File: config.mk
export PLATFORM = sky130hd
export DESIGN_NAME = pipe_mem
export DESIGN_NICKNAME = d
export VERILOG_FILES = /design/src/rtl/pipe_pkg.sv /design/src/rtl/mem_align.sv /design/src/rtl/pipe_mem.sv
export SDC_FILE = /design/constraint.sdc
export NUM_CORES = 1
export LEC_CHECK = 0
export ABC_AREA = 1
export CAP_MARGIN = 20
export CORE_AREA = 4 4 127 129
export CTS_CLUSTER_DIAMETER = 100
export CTS_CLUSTER_SIZE = 8
export DETAILED_ROUTE_END_ITERATION = 10
export DIE_AREA = 0 0 131 133
export GPL_ROUTABILITY_DRIVEN = 0
export PLACE_DENSITY = 0.76
export REMOVE_ABC_BUFFERS = 1
export SETUP_SLACK_MARGIN = 0.1
export SYNTH_ARGS = -nofsm -noshare
export SYNTH_HDL_FRONTEND = slang
export SYNTH_HIERARCHICAL = 1
export SYNTH_SLANG_ARGS = --single-unit
export TNS_END_PERCENT = 20
File: constraint.sdc
create_clock -name clk -period 4.3 [get_ports clk]
set_input_delay 0.645 -clock clk [delete_from_list [all_inputs] [get_ports clk]]
set_output_delay 0.645 -clock clk [all_outputs]
set_load 0.05 [all_outputs]
File: src/rtl/pipe_pkg.sv
// Shared definitions for the memory pipeline stage: mem_op encodings, FSM states
// and small op-class helpers.
package pipe_pkg;

    typedef enum logic [3:0] {
        OP_NONE = 4'd0,
        OP_LB   = 4'd1,
        OP_LBU  = 4'd2,
        OP_LH   = 4'd3,
        OP_LHU  = 4'd4,
        OP_LW   = 4'd5,
        OP_SB   = 4'd6,
        OP_SH   = 4'd7,
        OP_SW   = 4'd8
    } mem_op_e;

    typedef enum logic [1:0] {
        IDLE    = 2'd0,
        ACCESS  = 2'd1,
        SEND    = 2'd2,
        RELEASE = 2'd3
    } state_e;

    function automatic logic is_load(input logic [3:0] op);
        return (op >= OP_LB) && (op <= OP_LW);
    endfunction

    function automatic logic is_store(input logic [3:0] op);
        return (op >= OP_SB) && (op <= OP_SW);
    endfunction

endpackage

File: src/rtl/mem_align.sv
// Combinational lane logic: store byte enables and replication, load lane
// selection with sign/zero extension, and the alignment check.
module mem_align
    import pipe_pkg::*;
(
    input  logic [3:0]  op,
    input  logic [1:0]  addr,
    input  logic [31:0] rdata,
    input  logic [31:0] st_data,
    output logic [3:0]  be,
    output logic [31:0] wdata,
    output logic [31:0] ldata,
    output logic        misalign
);

    logic [7:0]  lane_b;
    logic [15:0] lane_h;

    always_comb begin
        lane_b = rdata[7:0];
        case (addr)
            2'd0: lane_b = rdata[7:0];
            2'd1: lane_b = rdata[15:8];
            2'd2: lane_b = rdata[23:16];
            2'd3: lane_b = rdata[31:24];
            default: lane_b = rdata[7:0];
        endcase
        lane_h = addr[1] ? rdata[31:16] : rdata[15:0];
    end

    always_comb begin
        be       = 4'b0000;
        wdata    = st_data;
        ldata    = 32'd0;
        misalign = 1'b0;
        case (op)
            OP_LB: begin
                be    = 4'b1111;
                ldata = {{24{lane_b[7]}}, lane_b};
            end
            OP_LBU: begin
                be    = 4'b1111;
                ldata = {24'd0, lane_b};
            end
            OP_LH: begin
                be       = 4'b1111;
                ldata    = {{16{lane_h[15]}}, lane_h};
                misalign = addr[0];
            end
            OP_LHU: begin
                be       = 4'b1111;
                ldata    = {16'd0, lane_h};
                misalign = addr[0];
            end
            OP_LW: begin
                be       = 4'b1111;
                ldata    = rdata;
                misalign = |addr;
            end
            OP_SB: begin
                be    = 4'b0001 << addr;
                wdata = {4{st_data[7:0]}};
            end
            OP_SH: begin
                be       = 4'b0011 << addr;
                wdata    = {2{st_data[15:0]}};
                misalign = addr[0];
            end
            OP_SW: begin
                be       = 4'b1111;
                misalign = |addr;
            end
            default: ;
        endcase
    end

endmodule

File: src/rtl/pipe_mem.sv
// MEM pipeline stage: 4-phase handshakes toward EX and WB, a single data-memory
// request per load/store, and lane alignment through mem_align.
module pipe_mem #(
    parameter int AW = 32,
    parameter int DW = 32
) (
    input  logic          clk,
    input  logic          rst,
    input  logic          up_syn,
    output logic          up_ack,
    output logic          down_syn,
    input  logic          down_ack,
    input  logic [3:0]    mem_op,
    input  logic [AW-1:0] addr_in,
    input  logic [DW-1:0] st_data,
    input  logic          wb_e,
    input  logic [4:0]    idxin,
    output logic [DW-1:0] dout,
    output logic [4:0]    idxout,
    output logic          wb_e_out,
    output logic          dm_req,
    output logic          dm_we,
    output logic [AW-1:0] dm_addr,
    output logic [3:0]    dm_be,
    output logic [DW-1:0] dm_wdata,
    input  logic [DW-1:0] dm_rdata,
    input  logic          dm_ack,
    output logic          misalign
);
    import pipe_pkg::*;

    state_e      state_q, state_d;
    logic        capture;
    logic        is_mem;
    logic [3:0]  op_q;
    logic [1:0]  lsb_q;
    logic [3:0]  align_op;
    logic [1:0]  align_addr;
    logic [3:0]  al_be;
    logic [31:0] al_wdata;
    logic [31:0] al_ldata;
    logic        al_misalign;

    // In IDLE the aligner sees the live EX inputs; afterwards the captured op/addr.
    assign capture    = (state_q == IDLE) && up_syn && !up_ack;
    assign is_mem     = is_load(mem_op) || is_store(mem_op);
    assign align_op   = (state_q == IDLE) ? mem_op : op_q;
    assign align_addr = (state_q == IDLE) ? addr_in[1:0] : lsb_q;

    mem_align u_align (
        .op       (align_op),
        .addr     (align_addr),
        .rdata    (dm_rdata),
        .st_data  (st_data),
        .be       (al_be),
        .wdata    (al_wdata),
        .ldata    (al_ldata),
        .misalign (al_misalign)
    );

    always_ff @(posedge clk) begin
        if (rst) begin
            state_q <= IDLE;
        end else begin
            state_q <= state_d;
        end
    end

    always_comb begin
        state_d = state_q;
        case (state_q)
            IDLE: begin
                if (capture) begin
                    state_d = (is_mem && !al_misalign) ? ACCESS : SEND;
                end
            end
            ACCESS:  if (dm_ack)    state_d = SEND;
            SEND:    if (down_ack)  state_d = RELEASE;
            RELEASE: if (!down_ack) state_d = IDLE;
            default: state_d = IDLE;
        endcase
    end

    // Outputs are registered so the WB side sees them stable for the whole SEND phase.
    always_ff @(posedge clk) begin
        if (rst) begin
            up_ack   <= 1'b0;
            down_syn <= 1'b0;
            dm_req   <= 1'b0;
            dm_we    <= 1'b0;
            dm_addr  <= '0;
            dm_be    <= 4'b0000;
            dm_wdata <= '0;
            dout     <= '0;
            idxout   <= 5'd0;
            wb_e_out <= 1'b0;
            misalign <= 1'b0;
            op_q     <= 4'd0;
            lsb_q    <= 2'd0;
        end else begin
            misalign <= 1'b0;
            if (up_ack && !up_syn) begin
                up_ack <= 1'b0;
            end
            case (state_q)
                IDLE: begin
                    if (capture) begin
                        up_ack <= 1'b1;
                        op_q   <= mem_op;
                        lsb_q  <= addr_in[1:0];
                        idxout <= idxin;
                        dout   <= DW'(addr_in);
                        if (is_mem && al_misalign) begin
                            misalign <= 1'b1;
                            wb_e_out <= 1'b0;
                            down_syn <= 1'b1;
                        end else if (is_mem) begin
                            dm_req   <= 1'b1;
                            dm_we    <= is_store(mem_op);
                            dm_addr  <= {addr_in[AW-1:2], 2'b00};
                            dm_be    <= al_be;
                            dm_wdata <= al_wdata;
                            wb_e_out <= is_store(mem_op) ? 1'b0 : wb_e;
                        end else begin
                            wb_e_out <= wb_e;
                            down_syn <= 1'b1;
                        end
                    end
                end
                ACCESS: begin
                    if (dm_ack) begin
                        dm_req   <= 1'b0;
                        dm_we    <= 1'b0;
                        down_syn <= 1'b1;
                        if (is_load(op_q)) begin
                            dout <= al_ldata;
                        end
                    end
                end
                SEND: begin
                    if (down_ack) begin
                        down_syn <= 1'b0;
                    end
                end
                default: ;
            endcase
        end
    end

endmodule

# Word-level counts from Yosys, hierarchy flattened

Cells that the tools add are included.
Widths: inputs -> output; s select.

Register bits: 117
Input port bits: 111
Output and inout port bits: 111
Logic and storage cells: 114

Order comparisons: 6
Equality and inequality tests: 22
Shift-type cells: 2
Mux-type cells: 40
Bitwise gates (word level): 3
Reductions and logical operators: 27

Operators by type and width:

| cell               | count |
|---|---|
| $pmux 32 s5        | 1 |
| $pmux 32 s2        | 2 |
| $mux 32            | 3 |
| $pmux 8 s4         | 1 |
| $mux 1             | 19 |
| $eq 4x3->1 const B | 4 |
| $mux 16            | 1 |
| $ne 2x2->1 const B | 7 |
| $mux 2             | 6 |
| $pmux 4 s3         | 1 |
| $reduce_and 4->1   | 3 |
| $reduce_and 5->1   | 2 |
| $eq 2x2->1 const B | 4 |
| $eq 4x2->1 const B | 2 |
| $ge 4x1->1 const B | 2 |
| $le 4x3->1 const B | 2 |
| $logic_and 1x1->1  | 8 |
| $pmux 2 s4         | 1 |
| $pmux 1 s2         | 3 |
| $reduce_or 3->1    | 2 |
| $reduce_or 6->1    | 1 |
| $eq 2x1->1 const B | 2 |
| $eq 4x1->1 const B | 1 |
| $eq 4x4->1 const B | 1 |
| other kinds (15)   | 21 |

# Longest topological paths before layout

Gate-level depths: netlist of the first run.

Depth in word-level cells: 10
Gate-level depth with buffers: 19
Gate-level depth less buffers: 17

# Cells and area by module

The synthesis of the first run kept the hierarchy.

Modules (own cells, without submodules):

| module    | instances | cells an instance | area an instance (µm²) | seq. area each (µm²) |
|---|---|---|---|---|
| pipe_mem  | 1         | 673               | 4,838.4                | 2,342.2 |
| mem_align | 1         | 332               | 1,490.2                | 0.0 |

# Least setup slack after synthesis of the first run

Ideal clock, no wire load.

Path type: flip-flop to flip-flop
From: reg state_q[0]
To: reg dm_be[0]
Library setup time: 70 ps
Arrival: 2,689 ps
Required time: 4,230 ps
Slack: 1,541 ps
Cell stages (with the launch flop): 15
Buffers on the path: 3
Period minus slack after synthesis: 2,759 ps
Path through: dfxtp_1 inv_1 ha_1 buf_4 o21ai_0 nand2_1 nor2_2 o21ai_0 nand2_1 inv_1 nand4_4 buf_2 buf_2 nand2_1 a21oi_1

Cells in the longest elaborated chain, start to end: 8
Elaborated cells between the ends (all ways): 24
Classes of those cells: eq/ne: 8; shift: 2; mux: 4; bitwise: 1; reduce/logical: 9

Ends and longest elaborated chain:

| item                                                                       | line            | source |
|---|---|---|
| start, declared                                                            | pipe_mem.sv:32  | `state_e state_q, state_d;` |
| start signal, assigned                                                     | pipe_mem.sv:65  | `state_q <= state_d;` |
| $logic_not 2->1 *                                                          | pipe_mem.sv:47  | `assign align_op = (state_q == IDLE) ? mem_op : op_q;` |
| $mux 4 *                                                                   | pipe_mem.sv:47  |  |
| via align_op[2]                                                            | pipe_mem.sv:37  | `logic [3:0] align_op;` |
| $eq 4x2->1, or another cell as far along                                   | mem_align.sv:36 | `case (op)` |
| $reduce_or 3->1 (no source line) / $reduce_or 2->1 (equally long branches) | -               |  |
| $pmux 1 s2 *                                                               | mem_align.sv:36 |  |
| via al_misalign                                                            | pipe_mem.sv:42  | `logic al_misalign;` |
| $logic_and 1x1->1 *                                                        | pipe_mem.sv:113 | `if (is_mem && al_misalign) begin` |
| $not 1->1 (no source line) *                                               | -               |  |
| $reduce_and 4->1 (no source line) *                                        | -               |  |
| end signal, assigned                                                       | pipe_mem.sv:121 | `dm_be <= al_be;` |
| end, declared                                                              | pipe_mem.sv:24  | `output logic [3:0] dm_be,` |

The timed path passes the listed nets; every way through them passes the cells marked *.
A chain may end at the register's enable or synchronous reset.

# Worst setup path after layout of the first run

From: reg state_q[0]
To: reg dm_addr[15]

Cells in the longest elaborated chain, start to end: 8
Elaborated cells between the ends (all ways): 17
Classes of those cells: eq/ne: 5; mux: 3; bitwise: 1; reduce/logical: 8

Ends and longest elaborated chain:

| item                                                                       | line            | source |
|---|---|---|
| $logic_not 2->1 *                                                          | pipe_mem.sv:47  |  |
| $mux 4 *                                                                   | pipe_mem.sv:47  |  |
| via align_op[3]                                                            | pipe_mem.sv:37  |  |
| $eq 4x2->1, or another cell as far along                                   | mem_align.sv:36 |  |
| $reduce_or 3->1 (no source line) / $reduce_or 2->1 (equally long branches) | -               |  |
| $pmux 1 s2 *                                                               | mem_align.sv:36 |  |
| via al_misalign                                                            | pipe_mem.sv:42  |  |
| $logic_and 1x1->1 *                                                        | pipe_mem.sv:113 |  |
| $not 1->1 (no source line) *                                               | -               |  |
| $reduce_and 4->1 (no source line) *                                        | -               |  |
| end signal, assigned                                                       | pipe_mem.sv:120 | `dm_addr <= {addr_in[AW-1:2], 2'b00};` |
| end, declared                                                              | pipe_mem.sv:23  | `output logic [AW-1:0] dm_addr,` |

Marks and branches as above.

==> out/metrics.csv, run 1 <==
stage,metric,value,unit
status,status,"finished, final reports clean",
global_route,largest net degree at the start of global routing,74,
sta,RSZ-0062 raised after global routing,false,
die,# IOs,222,
job,max_cap viols,0,
worst_setup_path,Critical Path RT,4.57,ns
finish,multi-input logic area,3270,um^2
drt,via count,6975,
drt,Wirelength per Cell,14.9,um
drt,antenna-violating nets left,0,
finish,Layout fillers,1504,
global_route,busiest grt layer,met2,
clock_tree,CTS max path bufs,2,
finish,ratio of cells with drive above 1 in the final layout,5.02,%
worst_setup_path,crit-path cells,inv_1 > ha_1 > inv_2 > o21ai_0 > nor2_2 > nand2_1 > nand2_2 > o21ai_0 > nand2_1 > inv_1 > nand4_4 > buf_12 > a21oi_1 > nor2_1,
worst_setup_path,cell family with most CP delay,compound AO/OA/AOI/OAI gates,
synth,Yosys warnings,6,
synth,"Avg Cell Area, Syn",6.30,um^2
drt,drc violations,0,
worst_setup_path,"slowest stage delay, CP",0.55,ns
worst_setup_path,worst-path fanout max,70,
placement,input/output buffers,219,
sta,min Tclk post-route,3.55,ns
sta,FMAX,282,MHz
clock_tree,Post CTS Setup Buffer Count,0,
die,Core ar.,15000,um^2
sta,max-slew violations,0,
sta,setup violators final,0,
global_route,vias in the first global route,6656,
clock_tree,clock-pin slew on the worst setup and hold paths,0.05,ns
finish,Final Instance Area,9080,um^2
placement,dpl hpwl,14300,um
synth,"FF+latch count, synth",117,
drt,first-pass iteration count of the detailed router,7,
clock_tree,CTS tree,done,
global_route,grt total ovfl,0,
die,Initial Util,42.1,%
finish,Seq. cell area,2340,um^2
finish,Diodes inserted,0,
worst_setup_path,Worst setup SP type,flip-flop,
global_route,met2 track demand over resource,38.3,%
sta,hold_ws,0.459,ns
sta,Worst-Margin Slew,0.817,ns
worst_hold_path,Hold/Removal Path Class,reg2reg,
sta,clk_skew,0.00714,ns
finish,Layout Cells excl Fill,1384,
worst_setup_path,WS Path Type,reg2reg,
worst_setup_path,Bufs and invs on worst path,4,
placement,post-placement cell area,8470,um^2
sta,fin crit share,82.4,%
clock_tree,CTS Buf Count,17,
synth,"Distinct cells, synth",28,
die,Die Span X,131,um
global_route,GRT Resource Usage Total,23.6,%
power,Final Power,6.12,mW
finish,most frequent cells in the layout,"259 x nand2_1, 218 x clkdlybuf4s50_1, 147 x nor2_1",
die,die height,133,um
power,Leak,3.92,nW
sta,Final WS setup,0.755,ns
synth,Gate Count Post-Synth,1005,
finish,Finished Core Util,60.4,%
worst_setup_path,Critical Path AT,3.82,ns
worst_setup_path,Crit. End Element,flip-flop,
worst_setup_path,slowest CP cell,o21ai_0,
global_route,initial antenna violation count,0,
drt,final wirelength,20600,um
clock_tree,Clock Latency Late Sink,0.42,ns
power,Power Dens Cells,674,nW/um^2
sta,Worst slew margin,45.5,%
clock_tree,H-tree depth,4,
drt,vias per std cell,5.04,
sta,count of final hold-check violations,0,
finish,"most common cell after layout, fill and taps aside",nand2_1,
finish,Layout Nets,1300,
placement,DP Cell Count,1353,
finish,Synth-to-Final Area Change,43.5,%
clock_tree,CTS sink count,117,
die,Row Count,45,
synth,"Seq/Total Area, Yosys",37.0,%
clock_tree,CTS Root Cell,clkbuf_16,
placement,Placement Setup Slack,0.494,ns
power,Peak VDD IR,0.307,mV
clock_tree,hold_buf cts,0,
global_route,M1 GR Usage,29.7,%
clock_tree,post-CTS resize count,0,
sta,setup TNS after final layout,0,ns
global_route,first-pass GRT wire length,33100,um
synth,Synth Cell Area,6330,um^2
drt,DRT iter0 DRCs,529,
die,die footprint,17400,um^2
global_route,met3 usage,8.88,%
-- path summary, 6_finish.rpt --
path	depth (start not counted)	from	slack (ns)	endpoint
max reg2reg	14	state_q[0]	0.75	dm_addr[15]
max	14	state_q[0]	0.75	dm_addr[15]
min reg2reg	2	dm_req	0.46	dm_req
min	2	dm_req	0.46	dm_req
-- registers in the layout, indices dropped and copies added (netlist names) --
name	count
down_syn	1
state_q	2
idxout	5
lsb_q	2
dm_req	1
dm_we	1
up_ack	1
dm_be	4
dm_wdata	32
op_q	4
wb_e_out	1
dout	32
misalign	1
dm_addr	30
-- final cells by class --
cell class,count,area share [%]
clock buffer,23,5.37
clock inverter,8,1.35
inverter,92,3.80
multi-input combinational,727,36.0
sequential,117,25.8
tap,188,2.59
timing repair buffer,229,25.1
-- worst reg2reg max path, stage by stage (launching register included) --
cell and delay (ns):
dfxtp_1 0.33, inv_1 0.13, ha_1 0.37, inv_2 0.18, o21ai_0 0.55, nor2_2 0.13, nand2_1 0.11, nand2_2 0.22
o21ai_0 0.23, nand2_1 0.16, inv_1 0.13, nand4_4 0.29, buf_12 0.30, a21oi_1 0.24, nor2_1 0.05
-- kinds of logic after synthesis --
logic type	Yosys count	share of synthesized area, %
flops	117	37.0
buf+inv	162	11.4
compound gates	196	16.1
fa+ha+maj	5	0.989
other cells	1	0.0593
simple gates	524	34.4
-- cell usage after synthesis (all sizes together) --
cell      n  share of area (%)
nand2   260                 15
nand3   100                8.1
nand4     3               0.53
a21o      1               0.12
a21oi    84                6.6
clkinv    1              0.059
ha        5               0.99
and2      2               0.20
o211ai   14                1.7
nor2    154                9.7
buf      40                4.2
or2       1              0.099
inv      91                5.4
dfxtp   117                 37
o21ai    97                7.7
clkbuf   30                1.8
nor3      4               0.32
conb      1              0.059
-- per-layer routing --
layer | part of all wire, % | vias up
li1 | - | 3561
met1 | 43 | 3158
met2 | 46 | 237
met3 | 10 | 19
met4 | 1.1 | 0
met5 | 0 | -
-- where the power goes --
part | switching [mW] | total, mW | internal (mW)
Sequential | 0.132 | 1.47 | 1.34
Clock | 0.502 | 1.47 | 0.967
Combinational | 2.19 | 3.18 | 0.990
Total | 2.82 | 6.12 | 3.29
(Power assumes the default switching activity.)
==> inputs of run 2 (changes only) <==
--- a/config.mk
+++ b/config.mk
@@ -7,13 +7,13 @@
 export LEC_CHECK = 0
 export ABC_AREA = 1
 export CAP_MARGIN = 20
-export CORE_AREA = 4 4 127 129
+export CORE_AREA = 4 4 130 132
 export CTS_CLUSTER_DIAMETER = 100
 export CTS_CLUSTER_SIZE = 8
 export DETAILED_ROUTE_END_ITERATION = 10
-export DIE_AREA = 0 0 131 133
+export DIE_AREA = 0 0 134 136
 export GPL_ROUTABILITY_DRIVEN = 0
-export PLACE_DENSITY = 0.76
+export PLACE_DENSITY = 0.75
 export REMOVE_ABC_BUFFERS = 1
 export SETUP_SLACK_MARGIN = 0.1
 export SYNTH_ARGS = -nofsm -noshare
==> constraint.sdc (replaced) <==
create_clock -name clk -period 2.9 [get_ports clk]
set_input_delay 0.435 -clock clk [delete_from_list [all_inputs] [get_ports clk]]
set_output_delay 0.435 -clock clk [all_outputs]
set_load 0.05 [all_outputs]
==> out/metrics.csv, run 2 (synthesis results as in run 1) <==
stage,metric,value,unit
status,status,"finished, final reports clean",
finish,most frequent cells in the layout,"259 x nand2_1, 218 x clkdlybuf4s50_1, 147 x nor2_1",
finish,Regs by FF count,"dm_wdata (32), dout (32), dm_addr (30)",
die,die footprint,18200,um^2
clock_tree,CTS Buf Count,17,
clock_tree,CTS sink count,117,
global_route,first-pass GRT wire length,32800,um
sta,fin crit share,87.0,%
drt,vias per std cell,4.93,
finish,Layout Nets,1321,
worst_setup_path,FF-to-FF setup slack,0.38,ns
placement,dpl hpwl,14700,um
finish,Seq. cell area,2340,um^2
drt,first-pass iteration count of the detailed router,5,
clock_tree,clock-pin slew on the worst setup and hold paths,0.06,ns
sta,Worst-Margin Slew,0.790,ns
clock_tree,H-tree depth,4,
worst_setup_path,WS Path Type,reg2reg,
global_route,initial antenna violation count,2,
clock_tree,CTS Root Cell,clkbuf_16,
global_route,GRT Resource Usage Total,22.2,%
finish,"most common cell after layout, fill and taps aside",nand2_1,
finish,Diodes inserted,0,
die,Row Count,46,
power,Leak,4.05,nW
die,Initial Util,40.3,%
drt,Wirelength per Cell,14.6,um
drt,DRT iter0 DRCs,464,
sta,RSZ-0062 raised after global routing,false,
clock_tree,Clock Latency Late Sink,0.42,ns
power,Power Dens Cells,980,nW/um^2
sta,Worst slew margin,47.3,%
die,Die Span X,134,um
sta,setup violators final,0,
worst_hold_path,Hold/Removal Path Class,reg2reg,
sta,clk_skew,0.00953,ns
finish,multi-input logic area,3280,um^2
placement,input/output buffers,219,
worst_setup_path,worst-path fanout max,26,
worst_setup_path,Worst setup SP type,flip-flop,
sta,count of final hold-check violations,0,
finish,ratio of cells with drive above 1 in the final layout,6.65,%
job,max_cap viols,0,
placement,Placement Setup Slack,0.137,ns
clock_tree,CTS tree,done,
die,Core ar.,15700,um^2
die,# IOs,222,
clock_tree,CTS max path bufs,2,
worst_setup_path,Critical Path AT,2.80,ns
sta,Final WS setup,0.376,ns
worst_setup_path,Critical Path RT,3.18,ns
global_route,grt total ovfl,0,
clock_tree,hold_buf cts,0,
power,Peak VDD IR,0.413,mV
sta,max-slew violations,0,
die,die height,136,um
power,Final Power,9.15,mW
drt,via count,7072,
global_route,largest net degree at the start of global routing,74,
drt,drc violations,0,
sta,FMAX,396,MHz
sta,min Tclk post-route,2.52,ns
worst_setup_path,Crit. End Element,flip-flop,
finish,Layout fillers,1491,
drt,final wirelength,20900,um
finish,Synth-to-Final Area Change,47.6,%
global_route,vias in the first global route,6581,
drt,antenna-violating nets left,0,
## run 2: cell types whose count changed in the layout (fill, tap and decap cells not counted), moves of 2 or more
cell | before | now
clkbuf_16 | 17 | 19
buf_12 | 1 | 6
clkinv_2 | 2 | 6
clkbuf_8 | 4 | 1
buf_4 | 9 | 22
clkinvlp_4 | 3 | 1
clkbuf_1 | 2 | 4
## run 2: critical path: stages, from the launching register on
cell,delay (ns)
dfxtp_1,0.36
inv_1,0.12
ha_4,0.21
o21ai_1,0.38
inv_2,0.08
nor2_4,0.14
nand2_1,0.10
nand2_1,0.08
o21ai_0,0.09
nand2_1,0.12
inv_1,0.07
nand4_4,0.09
buf_12,0.15
buf_12,0.17
nor2_1,0.06
a21oi_1,0.12
nor2_1,0.05
## run 2: through the flow
stage | util (%) | cell area [um^2] | hold WS [ns] | TNS, ns | instances
floorplan | - | 5950 | 0.502 | -115.60 | 936
global placement | 55.3 | 8680 | 0.447 | 0 | 1398
detailed placement | 55.3 | 8680 | 0.456 | 0 | 1398
CTS | 58.8 | 9240 | 0.466 | 0 | 1430
global route | 59.4 | 9340 | 0.477 | 0 | 1434
finish | 59.4 | 9340 | 0.462 | 0 | 1434
## run 2: repair_timing
action                     in CTS  in global routing
gates resized for setup         0                  4
setup endpoints to repair       0                 90
hold endpoints to repair        0                  0
buffers inserted                0                  1
## run 2: path summary, 6_finish.rpt
kind | from | endpoint | cells past startpoint
hold / removal | dm_wdata[5] | dm_wdata[5] | 2
setup reg to reg | state_q[0] | dm_addr[29] | 16
setup / recovery | state_q[0] | dm_addr[29] | 16
hold reg to reg | dm_wdata[5] | dm_wdata[5] | 2
## run 2: routing by layer
layer / vias to the layer above / wire, um / global-route usage, %
li1: 3617 / - / -
met1: 3160 / 9090 / 27.7
met2: 261 / 9380 / 35.8
met3: 30 / 2080 / 8.85
met4: 4 / 372 / 6.34
met5: - / 26 / 0
## run 2: layout make-up
type | count | share of cell area (%)
Sequential cell | 117 | 25.1
Multi-Input combinational cell | 727 | 35.2
Tap cell | 216 | 2.89
Clock inverter | 10 | 1.14
Inverter | 92 | 3.72
Timing Repair Buffer | 250 | 27.1
Clock buffer | 22 | 4.86
## run 2: power by group
part | internal [mW] | switching [mW] | leakage (nW)
Combinational | 1.67 | 3.28 | 2.81
Sequential | 1.98 | 0.190 | 0.957
Clock | 1.28 | 0.755 | 0.277
Total | 4.93 | 4.23 | 4.05
==> inputs of run 3 (changes only) <==
--- a/config.mk
+++ b/config.mk
@@ -9,7 +9,6 @@
 export CAP_MARGIN = 20
 export CORE_AREA = 4 4 130 132
 export CTS_CLUSTER_DIAMETER = 100
-export CTS_CLUSTER_SIZE = 8
 export DETAILED_ROUTE_END_ITERATION = 10
 export DIE_AREA = 0 0 134 136
 export GPL_ROUTABILITY_DRIVEN = 0
==> results of run 3 <==
The final DEF is identical to that of run 2; final timing and power are the same.
